<file path="src/rtl/ibex_rf_wb_pkg.sv">
// ----------------------------------------------------------------------------
// ibex_rf_wb_pkg
// Shared types and constants for the register-file write-back front end:
//   - rf_wb_state_e : load-tracking FSM states (IDLE / WAIT)
//   - RF_ADDR_W     : register address width
//   - RF_DATA_W     : data width carried by the write-request struct
//   - rf_wr_req_t   : one register-file write request (addr, data, we)
//   - rf_addr_mask  : drops address bit 4 for RV32E cores
// ----------------------------------------------------------------------------
package ibex_rf_wb_pkg;

  localparam int unsigned RF_ADDR_W = 5;
  localparam int unsigned RF_DATA_W = 32;

  typedef enum logic [0:0] {
    RF_WB_IDLE = 1'b0,
    RF_WB_WAIT = 1'b1
  } rf_wb_state_e;

  typedef struct packed {
    logic [RF_ADDR_W-1:0] addr;
    logic [RF_DATA_W-1:0] data;
    logic                 we;
  } rf_wr_req_t;

  // RV32E only has 16 registers: bit 4 is neither compared nor written.
  function automatic logic [RF_ADDR_W-1:0] rf_addr_mask(input logic [RF_ADDR_W-1:0] addr,
                                                        input bit                   rv32e);
    logic [RF_ADDR_W-1:0] res;
    res = addr;
    if (rv32e) begin
      res[RF_ADDR_W-1] = 1'b0;
    end else begin
      res = addr;
    end
    return res;
  endfunction

endpackage

</file>
<file path="src/rtl/ibex_rf_writeback_if.sv">
// ----------------------------------------------------------------------------
// ibex_rf_writeback_if
// Bundles the EX result handshake and the LSU load issue/response signals
// feeding the write-back front end.
//   master : EX/LSU side (drives valid/addr/data, receives ex_ready/ld_busy)
//   slave  : write-back block
// ----------------------------------------------------------------------------
interface ibex_rf_writeback_if
  import ibex_rf_wb_pkg::*;
#(
  parameter int unsigned DataWidth = RF_DATA_W
);
  // EX result channel
  logic                 ex_valid;
  logic [RF_ADDR_W-1:0] ex_waddr;
  logic [DataWidth-1:0] ex_wdata;
  logic                 ex_ready;
  // Load issue / response channel
  logic                 ld_issue;
  logic [RF_ADDR_W-1:0] ld_waddr;
  logic                 ld_busy;
  logic                 ld_rvalid;
  logic [DataWidth-1:0] ld_rdata;
  logic                 ld_err;

  modport master (
    output ex_valid, ex_waddr, ex_wdata, ld_issue, ld_waddr, ld_rvalid, ld_rdata, ld_err,
    input  ex_ready, ld_busy
  );

  modport slave (
    input  ex_valid, ex_waddr, ex_wdata, ld_issue, ld_waddr, ld_rvalid, ld_rdata, ld_err,
    output ex_ready, ld_busy
  );
endinterface

</file>
<file path="src/rtl/ibex_rf_wb_hazard.sv">
// ----------------------------------------------------------------------------
// ibex_rf_wb_hazard
// Read-after-write hazard detection for the two ID read ports.
//   raddr_a_i/raddr_b_i : ID read addresses
//   ld_waddr_i/ld_pend_i: outstanding load destination and its valid flag
//   st_waddr_i/st_we_i  : staged register-file write (not yet in the latches)
//   hazard_o            : ID must stall
// Address x0 never hazards since it is hard-wired to zero.
// ----------------------------------------------------------------------------
module ibex_rf_wb_hazard
  import ibex_rf_wb_pkg::*;
#(
  parameter bit RV32E = 1'b0
) (
  input  logic [RF_ADDR_W-1:0] raddr_a_i,
  input  logic [RF_ADDR_W-1:0] raddr_b_i,
  input  logic [RF_ADDR_W-1:0] ld_waddr_i,
  input  logic                 ld_pend_i,
  input  logic [RF_ADDR_W-1:0] st_waddr_i,
  input  logic                 st_we_i,
  output logic                 hazard_o
);
  logic [RF_ADDR_W-1:0] ra_s, rb_s;
  logic                 a_hit_s, b_hit_s;

  assign ra_s = rf_addr_mask(raddr_a_i, RV32E);
  assign rb_s = rf_addr_mask(raddr_b_i, RV32E);

  assign a_hit_s = (ra_s != 5'd0) &
                   ((ld_pend_i & (ra_s == ld_waddr_i)) | (st_we_i & (ra_s == st_waddr_i)));
  assign b_hit_s = (rb_s != 5'd0) &
                   ((ld_pend_i & (rb_s == ld_waddr_i)) | (st_we_i & (rb_s == st_waddr_i)));

  assign hazard_o = a_hit_s | b_hit_s;
endmodule

</file>
<file path="src/rtl/ibex_rf_writeback.sv">
// ----------------------------------------------------------------------------
// ibex_rf_writeback
// Write-side front end of the latch-based register file. Merges EX results
// and delayed load responses into one registered write port, tracks the single
// outstanding load destination and flags RAW hazards to ID.
// Ports:
//   clk_i, rst_ni        : clock, asynchronous active-low reset
//   wb_if (slave)        : EX handshake + load issue/response channel
//   raddr_a_i, raddr_b_i : ID read addresses; rd_hazard_o stalls ID
//   rf_waddr_o/rf_wdata_o/rf_we_o : registered register-file write port
//   err_o                : one-cycle load bus error pulse
// Build option: define IBEX_RF_WB_LOAD_ERR_EN to make ld_err suppress the
// write and pulse err_o; otherwise ld_err is ignored and err_o is tied low.
// ----------------------------------------------------------------------------
module ibex_rf_writeback
  import ibex_rf_wb_pkg::*;
#(
  parameter int unsigned DataWidth = RF_DATA_W,
  parameter bit          RV32E     = 1'b0
) (
  input  logic                 clk_i,
  input  logic                 rst_ni,
  ibex_rf_writeback_if.slave   wb_if,
  input  logic [RF_ADDR_W-1:0] raddr_a_i,
  input  logic [RF_ADDR_W-1:0] raddr_b_i,
  output logic                 rd_hazard_o,
  output logic [RF_ADDR_W-1:0] rf_waddr_o,
  output logic [DataWidth-1:0] rf_wdata_o,
  output logic                 rf_we_o,
  output logic                 err_o
);
  rf_wb_state_e         state_q, state_d;
  logic [RF_ADDR_W-1:0] ld_waddr_q, ld_waddr_d;
  logic [RF_ADDR_W-1:0] rf_waddr_q;
  logic [DataWidth-1:0] rf_wdata_q;
  logic                 rf_we_q, err_q, err_d;

  logic [RF_ADDR_W-1:0] ex_waddr_s, ld_waddr_s;
  logic                 ld_busy_s, ld_resp_s, issue_ok_s, waw_s, ex_ready_s, ex_fire_s;
  logic                 ld_err_s;
  rf_wr_req_t           wr_req_s;

  assign ex_waddr_s = rf_addr_mask(wb_if.ex_waddr, RV32E);
  assign ld_waddr_s = rf_addr_mask(wb_if.ld_waddr, RV32E);

`ifdef IBEX_RF_WB_LOAD_ERR_EN
  assign ld_err_s = wb_if.ld_err;
`else
  assign ld_err_s = 1'b0;
`endif

  // A response frees the tracker in the same cycle, so a back-to-back issue is taken.
  assign ld_busy_s  = (state_q == RF_WB_WAIT) & ~wb_if.ld_rvalid;
  assign ld_resp_s  = (state_q == RF_WB_WAIT) & wb_if.ld_rvalid;
  assign issue_ok_s = wb_if.ld_issue & ~ld_busy_s;
  // EX must not overtake an older load to the same register.
  assign waw_s      = (state_q == RF_WB_WAIT) & (ex_waddr_s == ld_waddr_q);
  assign ex_ready_s = ~wb_if.ld_rvalid & ~waw_s;
  assign ex_fire_s  = wb_if.ex_valid & ex_ready_s;

  // Load-tracking FSM next state and destination capture.
  always_comb begin
    state_d    = state_q;
    ld_waddr_d = ld_waddr_q;
    case (state_q)
      RF_WB_IDLE: begin
        if (wb_if.ld_issue) state_d = RF_WB_WAIT;
        else                state_d = RF_WB_IDLE;
      end
      RF_WB_WAIT: begin
        if (wb_if.ld_rvalid && !wb_if.ld_issue) state_d = RF_WB_IDLE;
        else                                    state_d = RF_WB_WAIT;
      end
      default: state_d = RF_WB_IDLE;
    endcase
    if (issue_ok_s) ld_waddr_d = ld_waddr_s;
    else            ld_waddr_d = ld_waddr_q;
  end

  // Write arbitration: the load response cannot stall, so it always wins.
  always_comb begin
    wr_req_s = '0;
    err_d    = ld_resp_s & ld_err_s;
    if (ld_resp_s) begin
      wr_req_s.addr = ld_waddr_q;
      wr_req_s.data = RF_DATA_W'(wb_if.ld_rdata);
      wr_req_s.we   = ~ld_err_s & (ld_waddr_q != 5'd0);
    end else if (ex_fire_s) begin
      wr_req_s.addr = ex_waddr_s;
      wr_req_s.data = RF_DATA_W'(wb_if.ex_wdata);
      wr_req_s.we   = (ex_waddr_s != 5'd0);
    end else begin
      wr_req_s = '0;
    end
  end

  // State, load destination and registered write port.
  always_ff @(posedge clk_i or negedge rst_ni) begin
    if (!rst_ni) begin
      state_q    <= RF_WB_IDLE;
      ld_waddr_q <= 5'd0;
      rf_we_q    <= 1'b0;
      rf_waddr_q <= 5'd0;
      rf_wdata_q <= '0;
      err_q      <= 1'b0;
    end else begin
      state_q    <= state_d;
      ld_waddr_q <= ld_waddr_d;
      rf_we_q    <= wr_req_s.we;
      err_q      <= err_d;
      if (wr_req_s.we) begin
        rf_waddr_q <= wr_req_s.addr;
        rf_wdata_q <= DataWidth'(wr_req_s.data);
      end
    end
  end

  ibex_rf_wb_hazard #(
    .RV32E(RV32E)
  ) u_hazard (
    .raddr_a_i (raddr_a_i),
    .raddr_b_i (raddr_b_i),
    .ld_waddr_i(ld_waddr_q),
    .ld_pend_i (state_q == RF_WB_WAIT),
    .st_waddr_i(rf_waddr_q),
    .st_we_i   (rf_we_q),
    .hazard_o  (rd_hazard_o)
  );

  assign wb_if.ex_ready = ex_ready_s;
  assign wb_if.ld_busy  = ld_busy_s;
  assign rf_waddr_o     = rf_waddr_q;
  assign rf_wdata_o     = rf_wdata_q;
  assign rf_we_o        = rf_we_q;
  assign err_o          = err_q;
endmodule

</file>
<file path="src/flat_wrapper.sv">
// flat-port wrapper written by rule: the top's interface ports become plain ports
module ibex_rf_writeback_flat import ibex_rf_wb_pkg::*;
#(
  parameter int unsigned DataWidth = RF_DATA_W,
  parameter bit          RV32E     = 1'b0
)
  (clk_i, rst_ni, raddr_a_i, raddr_b_i, rd_hazard_o, rf_waddr_o, rf_wdata_o, rf_we_o, err_o, wb_if_ex_valid, wb_if_ex_waddr, wb_if_ex_wdata, wb_if_ld_issue, wb_if_ld_waddr, wb_if_ld_rvalid, wb_if_ld_rdata, wb_if_ld_err, wb_if_ex_ready, wb_if_ld_busy);
  ibex_rf_writeback_if #(.DataWidth(DataWidth)) wb_if_i ();
  input  logic clk_i;
  input  logic rst_ni;
  input  logic [RF_ADDR_W-1:0] raddr_a_i;
  input  logic [RF_ADDR_W-1:0] raddr_b_i;
  output logic rd_hazard_o;
  output logic [RF_ADDR_W-1:0] rf_waddr_o;
  output logic [DataWidth-1:0] rf_wdata_o;
  output logic rf_we_o;
  output logic err_o;
  input wire logic [$bits(wb_if_i.ex_valid)-1:0] wb_if_ex_valid;
  input wire logic [$bits(wb_if_i.ex_waddr)-1:0] wb_if_ex_waddr;
  input wire logic [$bits(wb_if_i.ex_wdata)-1:0] wb_if_ex_wdata;
  input wire logic [$bits(wb_if_i.ld_issue)-1:0] wb_if_ld_issue;
  input wire logic [$bits(wb_if_i.ld_waddr)-1:0] wb_if_ld_waddr;
  input wire logic [$bits(wb_if_i.ld_rvalid)-1:0] wb_if_ld_rvalid;
  input wire logic [$bits(wb_if_i.ld_rdata)-1:0] wb_if_ld_rdata;
  input wire logic [$bits(wb_if_i.ld_err)-1:0] wb_if_ld_err;
  output wire logic [$bits(wb_if_i.ex_ready)-1:0] wb_if_ex_ready;
  output wire logic [$bits(wb_if_i.ld_busy)-1:0] wb_if_ld_busy;
  assign wb_if_i.ex_valid = wb_if_ex_valid;
  assign wb_if_i.ex_waddr = wb_if_ex_waddr;
  assign wb_if_i.ex_wdata = wb_if_ex_wdata;
  assign wb_if_i.ld_issue = wb_if_ld_issue;
  assign wb_if_i.ld_waddr = wb_if_ld_waddr;
  assign wb_if_i.ld_rvalid = wb_if_ld_rvalid;
  assign wb_if_i.ld_rdata = wb_if_ld_rdata;
  assign wb_if_i.ld_err = wb_if_ld_err;
  assign wb_if_ex_ready = wb_if_i.ex_ready;
  assign wb_if_ld_busy = wb_if_i.ld_busy;
  ibex_rf_writeback #(.DataWidth(DataWidth), .RV32E(RV32E)) u_core (.clk_i(clk_i), .rst_ni(rst_ni), .wb_if(wb_if_i), .raddr_a_i(raddr_a_i), .raddr_b_i(raddr_b_i), .rd_hazard_o(rd_hazard_o), .rf_waddr_o(rf_waddr_o), .rf_wdata_o(rf_wdata_o), .rf_we_o(rf_we_o), .err_o(err_o));
endmodule
</file>
<file path="config.mk">
export PLATFORM = sky130hd
export DESIGN_NAME = ibex_rf_writeback_flat
export DESIGN_NICKNAME = d
export VERILOG_FILES = /design/src/rtl/ibex_rf_wb_pkg.sv /design/src/rtl/ibex_rf_writeback_if.sv /design/src/rtl/ibex_rf_wb_hazard.sv /design/src/rtl/ibex_rf_writeback.sv /design/src/flat_wrapper.sv
export SDC_FILE = /design/constraint.sdc
export NUM_CORES = 1
export LEC_CHECK = 0
export CAP_MARGIN = 20
export CELL_PAD_IN_SITES_DETAIL_PLACEMENT = 1
export CELL_PAD_IN_SITES_GLOBAL_PLACEMENT = 2
export CORE_MARGIN = 2
export CORE_UTILIZATION = 22
export DETAILED_ROUTE_END_ITERATION = 6
export HOLD_SLACK_MARGIN = 0.02
export PLACE_DENSITY_LB_ADDON = 0.1
export SLEW_MARGIN = 10
export SYNTH_ARGS = -nofsm -noshare
export SYNTH_HDL_FRONTEND = slang
export SYNTH_HIERARCHICAL = 1
export SYNTH_SLANG_ARGS = --single-unit
</file>
<file path="constraint.sdc">
create_clock -name clk_i -period 2.6 [get_ports clk_i]
set_clock_uncertainty 0.05 [all_clocks]
set_input_delay 0.52 -clock clk_i [delete_from_list [all_inputs] [get_ports clk_i]]
set_output_delay 0.52 -clock clk_i [all_outputs]
set_load 0.005 [all_outputs]
</file>
---- Word level (Yosys, flattened, before mapping) ----
Cells that the tools add are included.
storage, ports and cells
  input bits .............................. 90
  word-level logic and storage cells ...... 40
  register bits after elaboration ......... 44
  output and inout bits ................... 42
cells by class
  mux-type cells .......................... 5
  bitwise gates (word level) .............. 19
  equal/unequal tests ..................... 5
  reduce and logical (&&, ||, !) cells .... 6
operators by type and width
  kind                 count
  $mux W38             2
  $eq A5 B5 Y1         5
  $reduce_bool A5 Y1   4
  $and A1 B1 Y1        12
  $not A1 Y1           4
  $or A1 B1 Y1         3
  $mux W1              2
  $pmux W1 S2          1
  $logic_and A1 B1 Y1  1
  $logic_not A1 Y1     1

---- Logic depth before layout (Yosys ltp) ----
Gate-level depths: netlist (run 1).
  depth after elaboration ................. 7
  mapped depth ............................ 7
  depth with buffers taken out ............ 5

---- Cells and area by module ----
The synthesis (run 1) kept the hierarchy.
by module, submodules not included
  module             cells an instance  sequential area each (um^2)  times used  area each (um^2)
  ibex_rf_writeback  200                1101.1                       1           2090.8
  ibex_rf_wb_hazard  34                 0.0                          1           272.8

---- Worst setup path before layout (run 1) ----
OpenSTA, ideal clock, no wires.
  path kind ............................... register -> register
  start point ............................. register u_core.ld_waddr_q[2]
  end point ............................... register u_core.rf_waddr_q[2], in the netlist u_core/rf_waddr_o[2]
  setup time .............................. 0.123 ns
  cell stages (with the launch flop) ...... 7
  required time ........................... 2.427 ns
  arrival ................................. 1.715 ns
  path buffers ............................ 2
  period minus slack after synthesis ...... 1.888 ns
  slack ................................... 0.712 ns
  path through ............................ dfrtp_1 -> or4_1 -> o21a_1 -> nand2b_4 -> buf_6 -> buf_6 -> o221a_1
between the ends
  word-level cells in the longest chain between the ends .. 7
  elaborated cells on any way between the ends .. 8
  those cells by class .................... eq/ne (1); mux (2); bitwise (4); reduce/logical (1)
ends and longest elaborated chain
  element                   RTL line                  source
  start: declaration        ibex_rf_writeback.sv:33   logic [RF_ADDR_W-1:0] ld_waddr_q, ld_waddr_d;
  start signal: assignment  ibex_rf_writeback.sv:108  ld_waddr_q <= ld_waddr_d;
  $eq A5 B5 Y1              ibex_rf_writeback.sv:57   assign waw_s = (state_q == RF_WB_WAIT) & (ex_waddr_s == ld_waddr_q);
  $and A1 B1 Y1             ibex_rf_writeback.sv:57
  $not A1 Y1                ibex_rf_writeback.sv:58   assign ex_ready_s = ~wb_if.ld_rvalid & ~waw_s;
  $and A1 B1 Y1             ibex_rf_writeback.sv:58
  $and A1 B1 Y1             ibex_rf_writeback.sv:59   assign ex_fire_s = wb_if.ex_valid & ex_ready_s;
  $mux W38                  ibex_rf_writeback.sv:88   end else if (ex_fire_s) begin
  $mux W38 *                ibex_rf_writeback.sv:84   if (ld_resp_s) begin
  end signal: assignment    ibex_rf_writeback.sv:112  rf_waddr_q <= wr_req_s.addr;
  end: declaration          ibex_rf_writeback.sv:34   logic [RF_ADDR_W-1:0] rf_waddr_q;
Mark *: on every way between the ends. The rest lies on a longest branch, timed or not.
A chain may end at the register's enable or synchronous reset.

---- Final worst setup path (run 1) ----
  start point ............................. input port raddr_a_i[1]
  end point ............................... output port rd_hazard_o
between the ends
  word-level cells in the longest chain between the ends .. 5
  elaborated cells on any way between the ends .. 8
  those cells by class .................... eq/ne (2); bitwise (5); reduce/logical (1)
ends and longest elaborated chain
  element             RTL line                 source
  start: declaration  flat_wrapper.sv:11       input logic [RF_ADDR_W-1:0] raddr_a_i;
  $eq A5 B5 Y1        ibex_rf_wb_hazard.sv:30  ((ld_pend_i & (ra_s == ld_waddr_i)) | (st_we_i & (ra_s == st_waddr_i)));
  $and A1 B1 Y1       ibex_rf_wb_hazard.sv:30
  $or A1 B1 Y1        ibex_rf_wb_hazard.sv:30
  $and A1 B1 Y1 *     ibex_rf_wb_hazard.sv:29  assign a_hit_s = (ra_s != 5'd0) &
  $or A1 B1 Y1 *      ibex_rf_wb_hazard.sv:34  assign hazard_o = a_hit_s | b_hit_s;
  end: declaration    flat_wrapper.sv:13       output logic rd_hazard_o;
Marks and branches as above.

==> results of run 1 <==
==> where the power goes <==
group          leakage (nW)  switching [mW]  internal (mW)  total [mW]
clock                0.0510           0.251          0.213       0.464
sequential            0.518           0.108          0.798       0.905
combinational          1.01           0.268          0.472       0.741
==> final timing paths <==
kind | from | endpoint | slack, ns
max | raddr_a_i[1] | rd_hazard_o | 0.06
min | rst_ni | u_core/rf_wdata_o[28]$_DFFE_PN0P_ | 0.13
max reg2reg | u_core/ld_waddr_q[2]$_DFFE_PN0P_ | u_core/rf_wdata_o[19]$_DFFE_PN0P_ | 0.40
min reg2reg | u_core/rf_wdata_o[28]$_DFFE_PN0P_ | u_core/rf_wdata_o[28]$_DFFE_PN0P_ | 0.50
max in group asynchronous | rst_ni | u_core/rf_we_o$_DFF_PN0_ | 2.12
min in group clk_i | u_core/rf_wdata_o[28]$_DFFE_PN0P_ | u_core/rf_wdata_o[28]$_DFFE_PN0P_ | 0.50
==> metal layers <==
layer  share of wire (%)  global-route usage [%]
met1                  41                   18.43
met4                0.84                   3.022
met3                 9.2                   6.053
met5                   0                       0
met2                  49                   27.09
==> through the flow <==
| step | util, % | setup slack [ns] | power, mW |
|---|---|---|---|
| 2_1_floorplan | - | 0.7116 | 1.180 |
| 3_3_place_gp | 37.39 | -0.2466 | 1.661 |
| 4_1_cts | 38.28 | 0.05557 | 2.152 |
| 5_1_grt | 38.37 | 0.01097 | 2.259 |
| 6_report | 38.37 | 0.06448 | 2.110 |
| 3_5_place_dp | 37.39 | -0.2449 | 1.670 |
==> critical path: cells and delay by family <==
kind | cells | cell delay [ns]
AO/OA/AOI/OAI | 1 | 0.09
buffers and inverters | 2 | 0.69
AND/OR/NAND/NOR | 2 | 0.67
==> cells by family (layout without fill, tap and decap cells) <==
logic type	Yosys count	count (layout)	synth area share, %
DFF	44	44	46.59
muxes	5	5	2.382
buffers and inverters	18	155	4.129
AOI/OAI and AO/OA	42	42	19.27
xor gates and xnor gates	25	25	9.264
and+or+nand+nor	99	99	18.21
other	1	1	0.1587
==> sequential cells by signal, summed over array words and instances (netlist names) <==
name               cells
u_core/ld_waddr_q      5
u_core/rf_waddr_o      5
u_core/rf_wdata_o     32
u_core/rf_we_o         1
u_core/state_q         1
==> placed cells by master, fill, tap and decap left out <==
cell / Yosys / final
clkdlybuf4s50_1: 0 / 125
nand2_1: 77 / 77
dlymetal6s2s_1: 0 / 1
o211ai_2: 1 / 1
conb_1: 1 / 1
clkbuf_8: 0 / 6
xor2_1: 16 / 16
o221a_1: 33 / 33
or4_1: 2 / 2
inv_1: 1 / 1
a21oi_1: 1 / 1
clkinv_2: 0 / 2
dlygate4sd2_1: 0 / 1
buf_2: 3 / 1
o21ai_4: 0 / 1
a32oi_1: 1 / 1
and2_1: 2 / 2
nor4_2: 1 / 2
o21a_1: 1 / 1
nand4_1: 3 / 3
nor2_1: 4 / 4
clkdlybuf4s15_2: 0 / 1
o221a_2: 4 / 4
nor4_1: 3 / 2
nand2b_1: 3 / 3
nor3_1: 2 / 2
dfrtp_1: 44 / 44
buf_12: 0 / 1
mux2_2: 5 / 5
nor2_2: 1 / 1
buf_4: 1 / 16
nand2b_4: 1 / 1
xnor2_1: 9 / 9
==> cell type report <==
class | instances | area share [%]
Timing Repair Buffer | 146 | 35.91
Multi-Input combinational cell | 172 | 29.72
Sequential cell | 44 | 27.67
Tap cell | 136 | 4.277
Clock buffer | 6 | 2.075
Clock inverter | 2 | 0.2516
Inverter | 1 | 0.09434
==> timing repair <==
action | in CTS | in global routing
pin swaps | 2 | 2
cloned | 0 | 0
endpoints found under the hold margin | 0 | 0
endpoints found under the setup margin | 1 | 2
resized for setup | 4 | 2
==> summary.md, run 1 <==
| Metric | Value |
|---|---|
| Vias/cell | `4.613` |
| Max_cap viols | `0` |
| DR pass1 iterations | `4` |
| Maximum VDD drop | `0.0001897 V` |
| Top cells by area, synth | `dfrtp_1, o221a_1, nand2_1, xor2_1, xnor2_1` |
| CTS tree | `built` |
| Final Cycle Share | `97.52%` |
| Fraction of final layout cells sized beyond drive strength 1 | `11.32%` |
| Port bufs | `around 130` |
| Sequential Area | `1101 um2` |
| ANT cells | `0` |
| Die area | `between 10,000 and 15,000 um2` |
| Largest net degree at the start of global routing | `between 40 and 50` |
| Inst Count DP | `499` |
| LEAKAGE | `1.584 nW` |
| Required time of the critical path | `2.03 ns` |
| Drt total wl | `approximately 8500 um` |
| Share of synthesized registers carrying an async set or reset | `between 90% and 100%` |
| Crit start category | `primary input` |
| Setup repair bufs after CTS | `0` |
| Detailed Place HPWL | `6007 um` |
| Worst-Margin Slew | `0.5040 ns` |
| Critical path endpoint category | `output pin` |
| Largest fanout on the critical path | `3` |
| Synthesis-to-finish area growth | `68.34%` |
| Fin Setup TNS | `0 ns` |
| Nets | `460` |
| Top_reg_cell synth | `dfrtp_1` |
| Hold slack | `~0.13 ns` |
| RSZ-0062 raised after global routing | `false` |
| Mapped Cells | `about 230` |
| Peak Freq | `0.3944 GHz` |
| Width of the chip | `107.7 um` |
| H-tree Lvls | `2` |
| Top post-synthesis cells by count | `nand2_1, dfrtp_1, o221a_1` |
| Hold buffer count at cts | `0` |
| Overflow after GRT | `0` |
| First-pass GRT wire length | `14,030 um` |
| Core area | `10,370 um2` |
| Seq/Total Area, Yosys | `46.59%` |
| Avg Cell Area, Syn | `slightly above 10 um2` |
| CP max-delay cell | `or4_1` |
| Clock sink count | `44` |
| CTS clk-pin slew, worst paths | `roughly 0.090 ns` |
| Slew Limit Fails | `0` |
| Initial antenna violation count | `0` |
| Placed instance area | `3877 um2` |
| CP peak stage delay | `0.56 ns` |
| Syn nets | `around 320` |
| CTS Buf Count | `5` |
| Fill count | `roughly 1,200` |
| Status | `complete, no violations` |
| Non-filler instance count after layout | `507` |
| CP cell instances | `clkdlybuf4s50_1, or4_1, nor2_2, o211ai_2, clkdlybuf4s15_2` |
| Initial drt markers | `51` |
| Fin crit period | `2.536 ns` |
| Synth Warn # | `6` |
| WS Path Type | `primary input to output pin` |
| Max Buffers Root-to-Sink | `2` |
| Power Density | `530.4 nW/um2` |
| Count of unique library cells instantiated by Yosys | `29` |
| HP Class | `primary input to async pin` |
| Max transition margin | `66.40%` |
| Setup Viol. Count Final | `0` |
| R2R depth | `4` |
| Post-DRT Antenna Nets | `0` |
| Rows | `37` |
| CTS root buf | `clkbuf_8` |
| Vias after detailed routing | `2,339` |
| WL/cell | `16.86 um` |
| Synthesized area | `2364 um2` |
| Fin. Hold Viols | `0` |
| Cell taking the most area after synthesis | `dfrtp_1` |
| Post-route DRC | `0` |
| Worst Path Arrival | `1.97 ns` |
| Post-synthesis register bit count | `between 40 and 50` |
| Count leader, synth | `nand2_1` |
| Die Y | `107.7 um` |
| Initial Util | `between 20% and 30%` |
| GP Congestion | `0.7741` |
| Multi-input logic area | `1182 um2` |
| Post-synth top area share | `46.59%` |
| IO Count | `132` |
| Worst-Skew Late Latency | `0.29 ns` |
| Vias in the first global route | `roughly 2,700` |
| EDFF count, synth | `0` |
| Design area | `3979 um2` |
| Total GRT Usage | `15.64%` |
No activity file was read; power rests on OpenSTA's default activity.
==> inputs of run 2 (changes only) <==
--- a/config.mk
+++ b/config.mk
@@ -18,3 +18,4 @@
 export SYNTH_HDL_FRONTEND = slang
 export SYNTH_HIERARCHICAL = 1
 export SYNTH_SLANG_ARGS = --single-unit
+export TNS_END_PERCENT = 20
==> constraint.sdc (replaced) <==
create_clock -name clk_i -period 2.4 [get_ports clk_i]
set_clock_uncertainty 0.05 [all_clocks]
set_input_delay 0.48 -clock clk_i [delete_from_list [all_inputs] [get_ports clk_i]]
set_output_delay 0.48 -clock clk_i [all_outputs]
set_load 0.005 [all_outputs]
==> run 2 against run 1 <==
- register-to-register slack got worse by 0.10 ns
- highest routed layer unchanged
- hold slack got worse by 0.026 ns
- largest cell class unchanged
- die area did not move
- critical path depth rose by 1
==> summary.md, run 2 (same netlist as run 1, synthesis figures left out) <==
| Metric | Value |
|---|---|
| Status | `complete, no violations` |
| Vias after detailed routing | `2,369 (+1.3%)` |
| Post-DRT Antenna Nets | `0 (unchanged)` |
| Crit start category | `primary input` |
| Initial antenna violation count | `0 (unchanged)` |
| Fin. Hold Viols | `0 (unchanged)` |
| Core area | `10,370 um2 (unchanged)` |
| Reg2Reg Launch Point | `u_core/ld_waddr_q[4]$_DFFE_PN0P_` |
| Max Buffers Root-to-Sink | `2 (unchanged)` |
| Overflow after GRT | `0 (unchanged)` |
| Width of the chip | `107.7 um (unchanged)` |
| Maximum VDD drop | `0.0002403 V (+27%)` |
| Final Cycle Share | `96.07%` |
| Die area | `11,590 um2 (unchanged)` |
| ANT cells | `0 (unchanged)` |
| Critical Path Sink | `wb_if_ex_ready` |
| Peak Freq | `0.4337 GHz` |
| Vias in the first global route | `2,571 (-3.9%)` |
| Worst Path Arrival | `1.78 ns (-0.19 ns)` |
| Fin Setup TNS | `0 ns (unchanged)` |
| Port bufs | `129 (unchanged)` |
| CTS tree | `built` |
| R2R depth | `6 (+2)` |
| HP Class | `primary input to async pin` |
| Clock sink count | `44 (unchanged)` |
| Max transition margin | `62.08% (-4.3 points)` |
| DR pass1 iterations | `4 (unchanged)` |
| Slew Limit Fails | `0 (unchanged)` |
| Commonest non-fill, non-tap cell in the layout | `clkdlybuf4s50_1` |
| Drt total wl | `8819 um (+3.2%)` |
| WL/cell | `16.99 um (+0.81%)` |
| Vias/cell | `4.565 (-1.1%)` |
| GP Congestion | `0.8134 (+5.1%)` |
| Worst-Margin Slew | `0.5687 ns (+0.06478 ns)` |
| Worst setup startpoint | `wb_if_ex_waddr[2]` |
| Largest net degree at the start of global routing | `38 (-16%)` |
| IO Count | `132 (unchanged)` |
| Fraction of final layout cells sized beyond drive strength 1 | `15.14% (+3.8 points)` |
| Synthesis-to-finish area growth | `72.90%` |
| First-pass GRT wire length | `13,690 um (-2.5%)` |
| Critical path endpoint category | `output pin` |
| Most frequent cells in the layout | `clkdlybuf4s50_1, nand2_1, dfrtp_1` |
| Die Y | `107.7 um (unchanged)` |
| Max reg flops | `32 (unchanged)` |
| R2r setup slk | `0.30 ns (-0.10 ns)` |
| Largest fanout on the critical path | `2 (-1)` |
| Nets | `472 (+2.6%)` |
| CTS Buf Count | `5 (unchanged)` |
| Final Util | `39.41% (+1.0 points)` |
| Max_cap viols | `0 (unchanged)` |
| Worst-Skew Late Latency | `0.29 ns (about the same)` |
| CTS clk-pin slew, worst paths | `0.10 ns (about the same)` |
| Detailed Place HPWL | `6284 um (+4.6%)` |
| Rows | `37 (unchanged)` |
| Fin crit period | `2.306 ns` |
| RSZ-0062 raised after global routing | `false` |
| WS Path Type | `primary input to output pin` |
| Total Power | `2.335 mW (+11%)` |
| Required time of the critical path | `1.87 ns (-0.16 ns)` |
| Total GRT Usage | `15.45% (-0.19 points)` |
| Initial drt markers | `44 (-14%)` |
| CTS root buf | `clkbuf_8` |
| Power Density | `571.3 nW/um2 (+7.7%)` |
| H-tree Lvls | `2 (unchanged)` |
| Post-route DRC | `0 (unchanged)` |
| Initial Util | `22.79% (unchanged)` |
| LEAKAGE | `1.667 nW (+5.2%)` |
| Setup Viol. Count Final | `0 (unchanged)` |
| Reg2reg end | `u_core/rf_waddr_o[4]$_DFFE_PN0P_` |
-- run 2: cell type report --
class | instances | area, um2
fillers | 1199 | 6284
inverters | 1 | 3.754
clock buffers | 6 | 82.58
flip-flops and latches | 44 | 1102
repair buffers | 158 | 1520
clock inverters | 2 | 10.01
well taps | 136 | 170.2
multi-input cells | 172 | 1197
-- run 2: layer usage --
layer,vias to the layer above,track usage [%],wire length [um]
met1,1157,19.66,3833
met2,81,25.74,4275
met3,2,5.327,679
li1,1129,-,-
met5,-,0,0
met4,0,2.473,31
-- run 2: worst min-delay path by stage --
stage	from	to	cells past startpoint
6_report	rst_ni	u_core/rf_wdata_o[28]$_DFFE_PN0P_	1
4_1_cts	rst_ni	u_core/rf_wdata_o[28]$_DFFE_PN0P_	1
2_1_floorplan	rst_ni	u_core/ld_waddr_q[0]$_DFFE_PN0P_	0
3_3_place_gp	rst_ni	u_core/rf_wdata_o[28]$_DFFE_PN0P_	1
5_1_grt	rst_ni	u_core/rf_wdata_o[28]$_DFFE_PN0P_	1
3_5_place_dp	rst_ni	u_core/rf_wdata_o[28]$_DFFE_PN0P_	1
-- run 2: where the power goes --
part	switching, mW	internal [mW]	leakage (nW)	total (mW)
registers	0.0988	0.865	0.517	0.964
logic	0.320	0.544	1.10	0.863
clock network	0.277	0.231	0.0510	0.508
total	0.695	1.64	1.67	2.33
-- run 2: stage by stage --
| step | cells | setup WS, ns | area, um2 | hold slack [ns] |
|---|---|---|---|---|
| after global routing | 519 | 0.009624 | 4086 | 0.1230 |
| after detailed placement | 508 | -0.3798 | 3958 | 0.4614 |
| after global placement | 508 | -0.3425 | 3958 | 0.4607 |
| after CTS | 517 | -0.02063 | 4048 | 0.1235 |
| after floorplan | 234 | 0.5116 | 2364 | 0.1344 |
| final | 519 | 0.09440 | 4086 | 0.1026 |
-- run 2: timing repair --
action	in CTS	in global routing
hold buffers	0	0
buffers inserted	1	2
resized for setup	8	9
cloned	0	0
setup endpoints to repair	2	2
pin swaps	5	5
hold endpoints to repair	0	0
-- run 2: critical path, stage by stage --
cell	delay (ns)
clkdlybuf4s50_1	0.51
xnor2_1	0.14
nand4_1	0.15
nor2_2	0.16
nor2_1	0.05
dlygate4sd2_1	0.28
